`config.mk`:
```
export PLATFORM = sky130hd
export DESIGN_NAME = sram_1rw_req_ctrl_flat
export DESIGN_NICKNAME = d
export VERILOG_FILES = /design/src/rtl/sram_1rw_req_ctrl_if.sv /design/src/rtl/sram_1rw_req_ctrl.sv /design/src/flat_wrapper.sv
export SDC_FILE = /design/constraint.sdc
export NUM_CORES = 1
export LEC_CHECK = 0
export BUFFER_PORTS_ARGS = -buffer_cell sky130_fd_sc_hd__buf_2
export CAP_MARGIN = 10
export CORE_UTILIZATION = 45
export CTS_CLUSTER_DIAMETER = 60
export DETAILED_ROUTE_END_ITERATION = 10
export PLACE_DENSITY = 0.82
export SLEW_MARGIN = 40
export SYNTH_ARGS = -nofsm -noshare
export SYNTH_HDL_FRONTEND = slang
export SYNTH_SLANG_ARGS = --single-unit
```
`constraint.sdc`:
```
create_clock -name clk_i -period 5.3 [get_ports clk_i]
set_clock_uncertainty 0.2 [all_clocks]
set_input_delay 1.59 -clock clk_i [delete_from_list [all_inputs] [get_ports clk_i]]
set_output_delay 1.59 -clock clk_i [all_outputs]
set_load 0.01 [all_outputs]
```
`src/rtl/sram_1rw_req_ctrl_if.sv`:
```
// Client-side request/response bundle for the single-port SRAM front end.
// The master drives requests and pops responses; the slave is the controller.
interface sram_1rw_req_ctrl_if #(
    parameter int addr_width_p = 10,
    parameter int data_width_p = 8,
    parameter int mask_width_p = 1
);
    logic                    v_i;
    logic                    w_i;
    logic [addr_width_p-1:0] addr_i;
    logic [data_width_p-1:0] data_i;
    logic [mask_width_p-1:0] mask_i;
    logic                    ready_o;
    logic                    v_o;
    logic [data_width_p-1:0] data_o;
    logic                    yumi_i;

    modport master (
        output v_i, w_i, addr_i, data_i, mask_i, yumi_i,
        input  ready_o, v_o, data_o
    );

    modport slave (
        input  v_i, w_i, addr_i, data_i, mask_i, yumi_i,
        output ready_o, v_o, data_o
    );
endinterface

```
`src/rtl/sram_1rw_req_ctrl.sv`:
```
// RW-port front end for one OpenRAM byte macro: valid/ready requests in,
// read data captured the cycle after the access into a credit-managed FIFO.
module sram_1rw_req_ctrl #(
    parameter int addr_width_p = 10,
    parameter int data_width_p = 8,
    parameter int mask_width_p = 1,
    parameter int els_p        = 3
) (
    input  logic                    clk_i,
    input  logic                    reset_n_i,
    sram_1rw_req_ctrl_if.slave      req_if,
    output logic                    sram_csb_o,
    output logic                    sram_web_o,
    output logic [mask_width_p-1:0] sram_wmask_o,
    output logic [addr_width_p-1:0] sram_addr_o,
    output logic [data_width_p-1:0] sram_din_o,
    input  logic [data_width_p-1:0] sram_dout_i
);
    localparam int cnt_w_lp = $clog2(els_p + 1);
    localparam int ptr_w_lp = (els_p > 1) ? $clog2(els_p) : 1;

    logic                    rd_pending_q, rd_pending_d;
    logic [cnt_w_lp-1:0]     count_q, count_d;
    logic [ptr_w_lp-1:0]     head_q, head_d;
    logic [ptr_w_lp-1:0]     tail_q, tail_d;
    logic [data_width_p-1:0] mem_q [els_p];
    logic [cnt_w_lp:0]       outstanding_s;
    logic                    ready_s;
    logic                    fire_s;
    logic                    push_s;
    logic                    pop_s;

    function automatic logic [ptr_w_lp-1:0] ptr_inc(input logic [ptr_w_lp-1:0] p);
        if (p == ptr_w_lp'(els_p - 1)) begin
            return {ptr_w_lp{1'b0}};
        end else begin
            return p + ptr_w_lp'(1);
        end
    endfunction

    // Credit check, handshake and FIFO next-state.
    always_comb begin
        // A read in flight already owns a FIFO slot, so it counts as a credit.
        outstanding_s = {1'b0, count_q} + {{cnt_w_lp{1'b0}}, rd_pending_q};
        ready_s       = reset_n_i & (outstanding_s < (cnt_w_lp + 1)'(els_p));
        fire_s        = req_if.v_i & ready_s;
        push_s        = rd_pending_q;
        pop_s         = req_if.yumi_i & (count_q != {cnt_w_lp{1'b0}});
        rd_pending_d  = fire_s & ~req_if.w_i;
        head_d        = head_q;
        tail_d        = tail_q;
        count_d       = count_q;
        if (pop_s) begin
            head_d = ptr_inc(head_q);
        end else begin
            head_d = head_q;
        end
        if (push_s) begin
            tail_d = ptr_inc(tail_q);
        end else begin
            tail_d = tail_q;
        end
        case ({push_s, pop_s})
            2'b10:   count_d = count_q + cnt_w_lp'(1);
            2'b01:   count_d = count_q - cnt_w_lp'(1);
            default: count_d = count_q;
        endcase
    end

    // Control state with asynchronous clear.
    always_ff @(posedge clk_i or negedge reset_n_i) begin
        if (!reset_n_i) begin
            rd_pending_q <= 1'b0;
            count_q      <= {cnt_w_lp{1'b0}};
            head_q       <= {ptr_w_lp{1'b0}};
            tail_q       <= {ptr_w_lp{1'b0}};
        end else begin
            rd_pending_q <= rd_pending_d;
            count_q      <= count_d;
            head_q       <= head_d;
            tail_q       <= tail_d;
        end
    end

    // Response storage; macro dout is only valid the cycle after a read.
    always_ff @(posedge clk_i) begin
        if (push_s) begin
            mem_q[tail_q] <= sram_dout_i;
        end
    end

    assign req_if.ready_o = ready_s;
    assign req_if.v_o     = (count_q != {cnt_w_lp{1'b0}});
    assign req_if.data_o  = mem_q[head_q];

    assign sram_csb_o   = ~fire_s;
    assign sram_web_o   = ~(fire_s & req_if.w_i);
    assign sram_addr_o  = req_if.addr_i;
    assign sram_din_o   = req_if.data_i;
    assign sram_wmask_o = req_if.mask_i;

    sram_1rw_req_ctrl_chk #(
        .els_p    (els_p),
        .cnt_w_p  (cnt_w_lp)
    ) u_chk (
        .clk_i     (clk_i),
        .reset_n_i (reset_n_i),
        .push_i    (push_s),
        .yumi_i    (req_if.yumi_i),
        .v_i       (req_if.v_o),
        .count_i   (count_q)
    );
endmodule

// Protocol and overflow properties of the response FIFO.
module sram_1rw_req_ctrl_chk #(
    parameter int els_p   = 3,
    parameter int cnt_w_p = 2
) (
    input logic               clk_i,
    input logic               reset_n_i,
    input logic               push_i,
    input logic               yumi_i,
    input logic               v_i,
    input logic [cnt_w_p-1:0] count_i
);
    a_no_overflow: assert property (@(posedge clk_i) disable iff (!reset_n_i)
        !(push_i && (count_i == cnt_w_p'(els_p))));

    a_yumi_legal: assert property (@(posedge clk_i) disable iff (!reset_n_i)
        !(yumi_i && !v_i));
endmodule

```
`src/flat_wrapper.sv`:
```
// flat-port wrapper written by rule: the top's interface ports become plain ports
module sram_1rw_req_ctrl_flat 
#(
    parameter int addr_width_p = 10,
    parameter int data_width_p = 8,
    parameter int mask_width_p = 1,
    parameter int els_p        = 3
)
  (clk_i, reset_n_i, sram_csb_o, sram_web_o, sram_wmask_o, sram_addr_o, sram_din_o, sram_dout_i, req_if_v_i, req_if_w_i, req_if_addr_i, req_if_data_i, req_if_mask_i, req_if_yumi_i, req_if_ready_o, req_if_v_o, req_if_data_o);
  sram_1rw_req_ctrl_if #(.addr_width_p(addr_width_p), .data_width_p(data_width_p), .mask_width_p(mask_width_p)) req_if_i ();
  input  logic clk_i;
  input  logic reset_n_i;
  output logic sram_csb_o;
  output logic sram_web_o;
  output logic [mask_width_p-1:0] sram_wmask_o;
  output logic [addr_width_p-1:0] sram_addr_o;
  output logic [data_width_p-1:0] sram_din_o;
  input  logic [data_width_p-1:0] sram_dout_i;
  input wire logic [$bits(req_if_i.v_i)-1:0] req_if_v_i;
  input wire logic [$bits(req_if_i.w_i)-1:0] req_if_w_i;
  input wire logic [$bits(req_if_i.addr_i)-1:0] req_if_addr_i;
  input wire logic [$bits(req_if_i.data_i)-1:0] req_if_data_i;
  input wire logic [$bits(req_if_i.mask_i)-1:0] req_if_mask_i;
  input wire logic [$bits(req_if_i.yumi_i)-1:0] req_if_yumi_i;
  output wire logic [$bits(req_if_i.ready_o)-1:0] req_if_ready_o;
  output wire logic [$bits(req_if_i.v_o)-1:0] req_if_v_o;
  output wire logic [$bits(req_if_i.data_o)-1:0] req_if_data_o;
  assign req_if_i.v_i = req_if_v_i;
  assign req_if_i.w_i = req_if_w_i;
  assign req_if_i.addr_i = req_if_addr_i;
  assign req_if_i.data_i = req_if_data_i;
  assign req_if_i.mask_i = req_if_mask_i;
  assign req_if_i.yumi_i = req_if_yumi_i;
  assign req_if_ready_o = req_if_i.ready_o;
  assign req_if_v_o = req_if_i.v_o;
  assign req_if_data_o = req_if_i.data_o;
  sram_1rw_req_ctrl #(.addr_width_p(addr_width_p), .data_width_p(data_width_p), .mask_width_p(mask_width_p), .els_p(els_p)) u_core (.clk_i(clk_i), .reset_n_i(reset_n_i), .req_if(req_if_i), .sram_csb_o(sram_csb_o), .sram_web_o(sram_web_o), .sram_wmask_o(sram_wmask_o), .sram_addr_o(sram_addr_o), .sram_din_o(sram_din_o), .sram_dout_i(sram_dout_i));
endmodule
```
[After elaboration in Yosys (flattened, before gate mapping)]
Memory sizes are Yosys's and may differ from the RTL's.
Cells that the tools add are included.
Word-level totals
  output and inout bits: 31
  register bits: 7
  memories kept: 1
  word-level logic and storage cells: 30
  bits of input ports: 32
  memory bits (writable): 24
Memories
  u_core.mem_q: depth 3, bits a word 8, read ports 1, clocked after Yosys merged registers in 0, write ports 1, RTL line sram_1rw_req_ctrl.sv:26  | logic [data_width_p-1:0] mem_q [els_p];
Cells by class
  reduce and logical (&&, ||, !) cells: 2
  bitwise gates (word level): 8
  $add $sub $neg: 5
  eq/ne operators: 4
  magnitude comparators: 1
  multiplexer cells: 5
Operators with widths (number)
  adder 2 x 1 -> 2 bit (second input constant): 3
  == test 2 bit (second input constant): 3
  AND 1 bit: 5
  2-to-1 mux 2 bit: 2
  case mux 2 bit (2 select lines): 1
  nonzero test 2 bit: 2
  adder 2 x 1 -> 3 bit: 1
  < comparator 3 x 2 -> 1 bit (second input constant): 1
  NOT 1 bit: 3
  == test 2 x 1 -> 1 bit (second input constant): 1
  2-to-1 mux 1 bit: 2
  subtractor 2 x 1 -> 2 bit (second input constant): 1

[Logic depth before layout (Yosys ltp)]
Gate-level depths: netlist (run 1).
  depth after elaboration: 6
  mapped depth: 6
  mapped depth without buffers: 6

[Worst setup path before layout (run 1)]
No wires, ideal clock.
  path type: in2out
  start point: input reset_n_i
  end point: output sram_web_o
  data arrival time: 1.934 ns
  cell stages on the path: 2
  data required time: 3.510 ns
  path buffers: 0
  slack: 1.576 ns
  cell sequence: and3b_1 -> nand3_1
Between the ends
  longest elaborated chain between the ends: 4
RTL lines
  from (decl): RTL line flat_wrapper.sv:12  | input logic reset_n_i;
  AND 1 bit: RTL line sram_1rw_req_ctrl.sv:45  | ready_s = reset_n_i & (outstanding_s < (cnt_w_lp + 1)'(els_p));
  AND 1 bit: RTL line sram_1rw_req_ctrl.sv:46  | fire_s = req_if.v_i & ready_s;
  AND 1 bit: RTL line sram_1rw_req_ctrl.sv:97  | assign sram_web_o = ~(fire_s & req_if.w_i);
  NOT 1 bit: RTL line sram_1rw_req_ctrl.sv:97
  to (decl): RTL line flat_wrapper.sv:14  | output logic sram_web_o;
Every way passes these cells.

[Worst setup path after layout (run 1)]
Ends and elaborated chain as after synthesis.

==> results of run 1 <==
path summary, 6_finish.rpt:
path                       slack (ps)                 to  cells after the start         startpoint
setup reg to reg                 3620  u_core.count_q[1]                      5  u_core.count_q[0]
hold reg to reg                   340   u_core.tail_q[0]                      1   u_core.tail_q[0]
hold / removal                    340   u_core.tail_q[0]                      1   u_core.tail_q[0]
setup / recovery                 1320         sram_web_o                      4          reset_n_i
min in group asynchronous         890      u_core.push_s                      1          reset_n_i
max in group asynchronous        3840   u_core.tail_q[1]                      1          reset_n_i
per-stage QoR:
stage	util	total power [mW]	worst slack, ps
6_report	0.514	0.657	1320
5_1_grt	0.514	0.698	1230
4_1_cts	0.513	0.666	1290
3_5_place_dp	0.496	0.541	1290
3_3_place_gp	0.496	0.530	1340
2_1_floorplan	-	0.490	1580
worst max-delay path: stages:
cell	delay, ps
buf_2	190
and3b_1	200
nand3_1	70
buf_2	140
cell type report:
type / count / area, sq um
Clock buffer: 6 / 41.3
Clock inverter: 2 / 8.76
Fill cell: 247 / 1370
Inverter: 2 / 7.51
Multi-Input combinational cell: 49 / 328
Sequential cell: 31 / 896
Tap cell: 31 / 38.8
Timing Repair Buffer: 26 / 135
power breakdown:
group / internal [mW] / leakage (nW) / switching (mW)
Combinational: 0.0943 / 0.261 / 0.0870
Sequential: 0.296 / 0.304 / 0.0546
Clock: 0.0497 / 0.0297 / 0.0751
sequential cells by signal, summed over array words and instances (netlist names):
register / count
u_core.mem_q: 24
u_core.count_q: 2
u_core.head_q: 2
u_core.tail_q: 2
u_core.push_s: 1
layout by cell type (no fill, tap or decap), types with 2 or more instances in the layout:
| cell type | n |
|---|---|
| mux2i_1 | 8 |
| ha_1 | 3 |
| nor2_1 | 2 |
| buf_2 | 24 |
| dfrtp_1 | 7 |
| buf_4 | 2 |
| clkbuf_4 | 5 |
| xnor2_1 | 2 |
| o21ai_1 | 9 |
| edfxtp_1 | 24 |
| a21o_1 | 3 |
| nor3_1 | 2 |
| nand2_1 | 11 |
metal layers:
metal / share of wire / up-vias
li1: - / 367
met1: 0.35 / 360
met2: 0.52 / 37
met3: 0.094 / 11
met4: 0.031 / 0
met5: 0 / -
cells by family (layout without fill, tap and decap cells):
group           after synthesis  in the layout  share of synthesized area
compound gates               13             13                     0.0550
xor+xnor                      3              3                     0.0189
fa+ha+maj                     3              3                     0.0270
buf+inv                      24             36                      0.121
flops                        31             31                      0.645
mux                           8              8                     0.0577
simple gates                 22             22                     0.0757
==> key figures, run 1 <==
Timing
  – FMAX: 251 MHz
  – RSZ-0062 raised after global routing: no
  – Max_slew headroom: 0.637
  – Final period utilization: 0.752
  – Setup TNS Final: 0 ps
  – Final setup vio count: 0
  – Final min period: approximately 4000 ps
  – Worst slew pin tran: around 550 ps
  – Worst hold margin: approximately 340 ps
  – Slew Limit Fails: 0
  – Final number of hold-violating endpoints: 0

GRT
  – GR Util met2: 0.243
  – GRT Util Overall: 0.152
  – Largest net degree at the start of global routing: 20
  – First-pass GRT wire length: around 3500 um
  – Grt met3 use: 0.0726
  – Remaining Overflow, GRT: 0
  – Initial antenna violation count: 0
  – Vias in the first global route: 775
  – Global routing's busiest layer: met2
  – Grt met1 use: 0.141

Floorplanning
  – Starting Density: 0.491
  – Die Y: 57.6 um
  – Die Wd: 57.6 um
  – Core Box Area: 0.00283 sq mm
  – Row count: 19
  – I/O pin cnt: 63
  – Die area: around 0.0033 sq mm

Route
  – Routed vias: 775
  – Final WL: 2260 um
  – Antenna viol nets, final: 0
  – 1st-iter DRT viols: 29
  – First-pass DRT Iterations: 7
  – Vias per cell: 5.27
  – DR WL/cell: 15.3 um
  – DRC Markers: 10

Synthesis
  – Gate Count Post-Synth: 104
  – Syn Nets: between 100 and 150
  – Yosys top cell area share: 0.519
  – Synthesis-stage register bit count: 31
  – Post-synth EDFFs: 24
  – Netlist cell types: 22
  – Synth area leader: edfxtp_1
  – Async S/R FF share, synth: 0.226
  – List of most frequent post-synthesis cells: 24 x edfxtp_1, 20 x buf_4, 11 x nand2_1
  – Cell area after synthesis: 0.00139 sq mm
  – Sequential share of the synthesized area: 0.645
  – Top cells by area, synth: edfxtp_1 52%, dfrtp_1 13%, buf_4 11%
  – Avg Inst Size Synth: 13.4 sq um
  – Primary FF master, synth: edfxtp_1
  – Yosys warnings: 0
  – Top-count cell post-synth: edfxtp_1

Worst setup path
  – Crit Path Category: in -> out
  – CP endpoint kind: output pin
  – Worst EP arrival: roughly 2200 ps
  – CP max FO: 9
  – CP startpoint kind: input port
  – CP Data Required Time: approximately 3500 ps

Finish
  – Ant diodes: 0
  – Design Area, Final: 0.00146 sq mm
  – Synthesis-to-layout area growth: 4.78%
  – Post-Layout Cell Count: 147
  – Fin nets: 150
  – Share of layout cells above drive strength 1: 0.302

Job
  – Max-Cap Viols: 0

CTS
  – Clock-pin slew on the worst setup and hold paths: 80 ps
  – CTS tree: built
  – Post-cts sizing count: 0
  – Hold Buf Count CTS: 0
  – Setup Fix Bufs, Post-CTS: 0
  – Clk_lat worst skew: 320 ps
  – CTS Sinks: 31
  – Clock Tree Buf Depth: 2
  – Num CTS Buffers: 5
  – Clock Tree Root: clkbuf_4
  – CTS H-tree lvls: 2

Power and ir drop
  – PD cells: 451 mW/mm^2
  – Pleak: approximately 0.6 nW
  – Max VDD drop: 0.223 mV

Outcome
  – Status: finished, violations left
  – Failing checks: design-rule violations

Placement
  – Area after DPL: 0.00140 sq mm
  – Final Wtd Congestion: 0.672
  – Port Buffers: 24
  – Inst Count DP: 139
  – DP Wirelength: 1590 um

Min path
  – Hold Crit Class: reg -> reg
Power figures use the tool's default switching activity.
==> run 2: changes to the inputs <==
Clock period 5.3 ns to 4 ns, I/O delays scaled along.
==> key figures, run 2 (synthesis gave the netlist of run 1 again) <==
Finish
  – Post-Layout Cell Count: 147
  – Largest register FFs: 24
  – Sequential Area: around 900 sq um
  – Final core occ: 0.518
  – Area of the multi-input gates: 328 sq um
  – Fin nets: 150
  – Most frequent cells in the layout: 24 x buf_2, 24 x edfxtp_1, 11 x nand2_1
  – FILL cells: ~240
  – Largest Register: u_core.mem_q
  – Synthesis-to-layout area growth: 5.50%
  – Share of layout cells above drive strength 1: 0.310
  – Ant diodes: 0

Worst setup path
  – Crit-path cells: buf_2 -> and3b_1 -> nand3_1 -> buf_2
  – Worst EP arrival: 1830 ps
  – Reg-to-Reg Start: u_core.count_q[0]
  – Critical Path Most Common Cell: buf_2
  – CP endpoint kind: output pin
  – Reg2reg path depth: 5
  – Critical Path Stages: 4
  – CP Data Required Time: 2600 ps
  – Critical Path Max Stage Delay: 210 ps
  – CP startpoint kind: input port
  – Worst Path Buf+Inv: 2
  – Slowest library cell on the worst path: and3b_1
  – CP max FO: 9
  – Flop2flop setup slack: ~2300 ps
  – Top delay family on crit path: buffers and inverters
  – Worst reg2reg endpoint: u_core.count_q[1]
  – Crit Path Category: in -> out

CTS
  – Num CTS Buffers: 5
  – Setup Fix Bufs, Post-CTS: 0
  – Clock Tree Root: clkbuf_4
  – Hold Buf Count CTS: 0
  – Clock-pin slew on the worst setup and hold paths: ~90 ps
  – CTS Sinks: 31
  – Post-cts sizing count: 0
  – Clock Tree Buf Depth: 2
  – CTS H-tree lvls: 2
  – Clk_lat worst skew: 320 ps
  – CTS tree: built

Placement
  – Port Buffers: 24
  – Pre-CTS setup slack: 766 ps
  – Final Wtd Congestion: 0.671
  – DP Wirelength: between 1500 and 2000 um
  – Inst Count DP: 139

GRT
  – Initial antenna violation count: 0
  – Vias in the first global route: 757
  – Largest net degree at the start of global routing: 20
  – Remaining Overflow, GRT: 0
  – First-pass GRT wire length: 3390 um
  – GRT Util Overall: 0.144

Route
  – Vias per cell: between 5 and 6
  – 1st-iter DRT viols: 20
  – Routed vias: about 750
  – DRC Markers: 10
  – Antenna viol nets, final: 0
  – Final WL: ~2200 um
  – DR WL/cell: 15.1 um
  – First-pass DRT Iterations: 8

Floorplanning
  – Die Wd: 57.6 um
  – Row count: 19
  – Die area: approximately 0.0033 sq mm
  – Die Y: 57.6 um
  – Starting Density: 0.491
  – I/O pin cnt: 63
  – Core Box Area: 0.00283 sq mm

Timing
  – Final period utilization: 0.807
  – Worst slew pin tran: 558 ps
  – RSZ-0062 raised after global routing: no
  – FMAX: 310 MHz
  – Slew Limit Fails: 0
  – Setup TNS Final: 0 ps
  – Final min period: around 3200 ps
  – Final setup vio count: 0
  – Final number of hold-violating endpoints: 0
  – Setup ws final: 773 ps
  – Max_slew headroom: 0.628

Min path
  – Hold path cells: 1
  – HP Start: u_core.tail_q[0]
  – Min-Delay Endpoint: u_core.tail_q[0]
  – Hold Crit Class: reg -> reg

Job
  – Max-Cap Viols: 0

Power and ir drop
  – PD cells: 608 mW/mm^2
  – Max VDD drop: 0.297 mV
  – Pleak: 0.601 nW

Outcome
  – Status: finished, violations left
  – Failing checks: design-rule violations
==> run 2: changes by cell type in the layout (fill, tap and decap cells not counted) <==
cell      delta
clkbuf_8     +1
clkinv_1     -1
==> run 2: layout make-up <==
type | count | area share
flip-flops and latches | 31 | 0.611
multi-input cells | 49 | 0.224
repair buffers | 26 | 0.0922
clock buffers | 7 | 0.0376
well taps | 31 | 0.0265
inverters | 2 | 0.00512
clock inverters | 1 | 0.00342
==> run 2: power by group <==
part           internal (mW)  total, mW  switching [mW]
combinational          0.125      0.241           0.116
sequential             0.392      0.466          0.0737
clock                 0.0851      0.183          0.0982
==> run 2: per-stage QoR <==
| stage | cell area (sq um) | hold slack [ps] | power (mW) |
|---|---|---|---|
| finish | 1470 | 342 | 0.890 |
| floorplan | 1390 | 288 | 0.649 |
| detailed placement | 1400 | 322 | 0.719 |
| CTS | 1460 | 342 | 0.900 |
| global route | 1470 | 361 | 0.942 |
| global placement | 1400 | 301 | 0.702 |
==> run 2: worst max-delay path by stage <==
stage          slack (ps)  startpoint         end
2_1_floorplan        1060   reset_n_i  sram_web_o
3_5_place_dp          770   reset_n_i  sram_web_o
3_3_place_gp          820   reset_n_i  sram_web_o
4_1_cts               770   reset_n_i  sram_web_o
6_report              770   reset_n_i  sram_web_o
5_1_grt               730   reset_n_i  sram_web_o
==> run 2: routing by layer <==
metal  routed length (um)  global-route usage  vias up
met2                 1110               0.233       33
met5                    0                   0        -
li1                     -                   -      370
met4                   75               0.143        0
met3                  175              0.0476       11
met1                  863               0.142      338
==> run 3: changes to the inputs <==
Settings changed: ABC_AREA from default to 1, CORE_UTILIZATION 45 to 41, PLACE_DENSITY 0.82 to 0.79.
Clock period 4 ns to 2.8 ns, I/O delays scaled along.
==> key figures, run 3 <==
CTS
  – CTS H-tree lvls: 2
  – CTS tree: built
  – Clk_lat worst skew: ~330 ps
  – Hold Buf Count CTS: 0
  – Clock Tree Root: clkbuf_4
  – Num CTS Buffers: 5
  – Clock Tree Buf Depth: 2
  – CTS Sinks: 31
  – Clock-pin slew on the worst setup and hold paths: 90 ps

Floorplanning
  – Die Y: 60.5 um
  – Starting Density: 0.445
  – Core Box Area: 0.00315 sq mm
  – Row count: 20
  – Die area: 0.00366 sq mm
  – Die Wd: 60.5 um
  – I/O pin cnt: 63

Timing
  – Setup TNS Final: 0 ps
  – Final setup vio count: 0
  – FMAX: 372 MHz
  – RSZ-0062 raised after global routing: no
  – Final number of hold-violating endpoints: 0
  – Max_slew headroom: 0.672
  – Final period utilization: 0.961
  – Worst slew pin tran: roughly 490 ps
  – Final min period: 2690 ps
  – Slew Limit Fails: 0

Synthesis
  – Top cells by area, synth: edfxtp_1 51%, dfrtp_1 12%, buf_4 10%
  – Syn Nets: 161
  – Async S/R FF share, synth: 0.226
  – Primary FF master, synth: edfxtp_1
  – Yosys warnings: 0
  – Post-synth EDFFs: 24
  – Avg Inst Size Synth: 11.1 sq um
  – Netlist cell types: 16
  – Gate Count Post-Synth: 126
  – Yosys top cell area share: 0.513
  – Top-count cell post-synth: nand2_1
  – Cell area after synthesis: 0.00140 sq mm
  – Synthesis-stage register bit count: 31
  – Sequential share of the synthesized area: 0.638
  – Synth area leader: edfxtp_1
  – List of most frequent post-synthesis cells: 37 x nand2_1, 24 x edfxtp_1, 19 x buf_4

Placement
  – Inst Count DP: 175
  – Port Buffers: 24
  – DP Wirelength: 1630 um
  – Area after DPL: 0.00143 sq mm
  – Final Wtd Congestion: 0.756

Worst setup path
  – CP startpoint kind: register
  – CP Data Required Time: 1760 ps
  – Critical Path Max Stage Delay: 420 ps
  – Slowest library cell on the worst path: dfrtp_1
  – CP max FO: 3
  – Critical Path Most Common Cell: nand2_2
  – Crit-path cells: ha_2 -> ha_4 -> nand2_2 -> nand2_2 -> nor2_4 -> nand3_2 -> buf_6
  – Crit Path Category: reg -> out
  – CP endpoint kind: output pin
  – Worst EP arrival: approximately 1700 ps

Route
  – DRC Markers: 0
  – DR WL/cell: 13.4 um
  – First-pass DRT Iterations: 4
  – Routed vias: 907
  – Vias per cell: 4.85
  – 1st-iter DRT viols: 26
  – Final WL: approximately 2500 um
  – Antenna viol nets, final: 0

Finish
  – Fin nets: roughly 180
  – Largest register FFs: 24
  – Design Area, Final: 0.00159 sq mm
  – Largest Register: u_core.mem_q
  – Commonest non-fill, non-tap cell in the layout: nand2_1
  – Share of layout cells above drive strength 1: 0.357
  – Post-Layout Cell Count: 187
  – Synthesis-to-layout area growth: 13.1%
  – Ant diodes: 0
  – Final core occ: 0.504
  – Most frequent cells in the layout: 35 x nand2_1, 24 x edfxtp_1, 23 x buf_2

Job
  – Max-Cap Viols: 0

GRT
  – First-pass GRT wire length: 3720 um
  – Largest net degree at the start of global routing: 12
  – GRT Util Overall: 0.151
  – Vias in the first global route: 854
  – Initial antenna violation count: 0
  – Remaining Overflow, GRT: 0

Power and ir drop
  – PD cells: approximately 930 mW/mm^2
  – Pleak: 0.686 nW
  – Final Power: 1.48 mW
  – Max VDD drop: 0.625 mV

Min path
  – Hold Crit Class: in -> async

Outcome
  – Status: complete, no violations
run 3: cell count changes in the layout (fill, tap and decap cells not counted), moves of 3 or more:
| cell | before | now |
|---|---|---|
| nand2_2 | 0 | 3 |
| nand3_1 | 1 | 11 |
| o21ai_1 | 9 | 0 |
| nand2_1 | 11 | 35 |
| a21o_1 | 3 | 0 |
| nor2_4 | 0 | 3 |
| mux2i_1 | 8 | 0 |
| inv_2 | 1 | 5 |
| buf_4 | 2 | 5 |
| inv_1 | 1 | 7 |
run 3: worst max-delay path, delay by kind of cell (launching register included):
kind,cells,cell delay [ps]
flops,1,420
buf+inv,1,120
simple gates,4,350
fa+ha+maj,2,440
run 3: area by class of cell:
type                       instances  area, sq um
clock buffer                       6         51.3
clock inverter                     2         35.0
fill                             293         1570
inverter                          12         45.0
multi-input combinational         63          342
sequential                        31          896
tap                               44         55.1
timing repair buffer              29          164
run 3: final timing paths:
kind                              startpoint           endpoint  slack (ps)  depth (start not counted)
min reg2reg                 u_core.tail_q[1]   u_core.tail_q[0]         410                          3
min in group clk_i          u_core.tail_q[1]   u_core.tail_q[0]         410                          3
max reg2reg                u_core.count_q[0]  u_core.count_q[1]        1070                         10
max                        u_core.count_q[0]         sram_web_o         110                          7
min                                reset_n_i  u_core.count_q[0]         140                          1
max in group asynchronous          reset_n_i   u_core.tail_q[1]        2080                          1
run 3: logic make-up after synthesis:
family                   synth area share
AND/OR/NAND/NOR                     0.180
buffers and inverters               0.142
flip-flops                          0.638
adder cells (fa/ha/maj)            0.0267
AO/OA/AOI/OAI                     0.00713
XOR/XNOR                          0.00624
run 3: through the flow:
step | hold slack [ps] | setup WS, ps
after global placement | 312 | 352
after floorplan | 287 | 424
after CTS | 133 | 19.8
after global routing | 127 | 15.9
after detailed placement | 331 | 271
final | 143 | 109
run 3: what timing repair did:
item	4_1_cts	5_1_grt
buffers inserted	1	3
resized for setup	0	8
setup endpoints to repair	1	2
pin swaps	0	4
run 3: where the power goes:
group	internal [mW]	switching, mW	total [mW]
sequential	0.559	0.0685	0.628
clock	0.211	0.141	0.352
combinational	0.204	0.295	0.499
total	0.975	0.504	1.48
run 3: routing by layer:
metal,GRT usage,part of all wire
met5,0,0
met4,0.0844,0.035
met3,0.0768,0.070
met2,0.243,0.52
met1,0.161,0.37
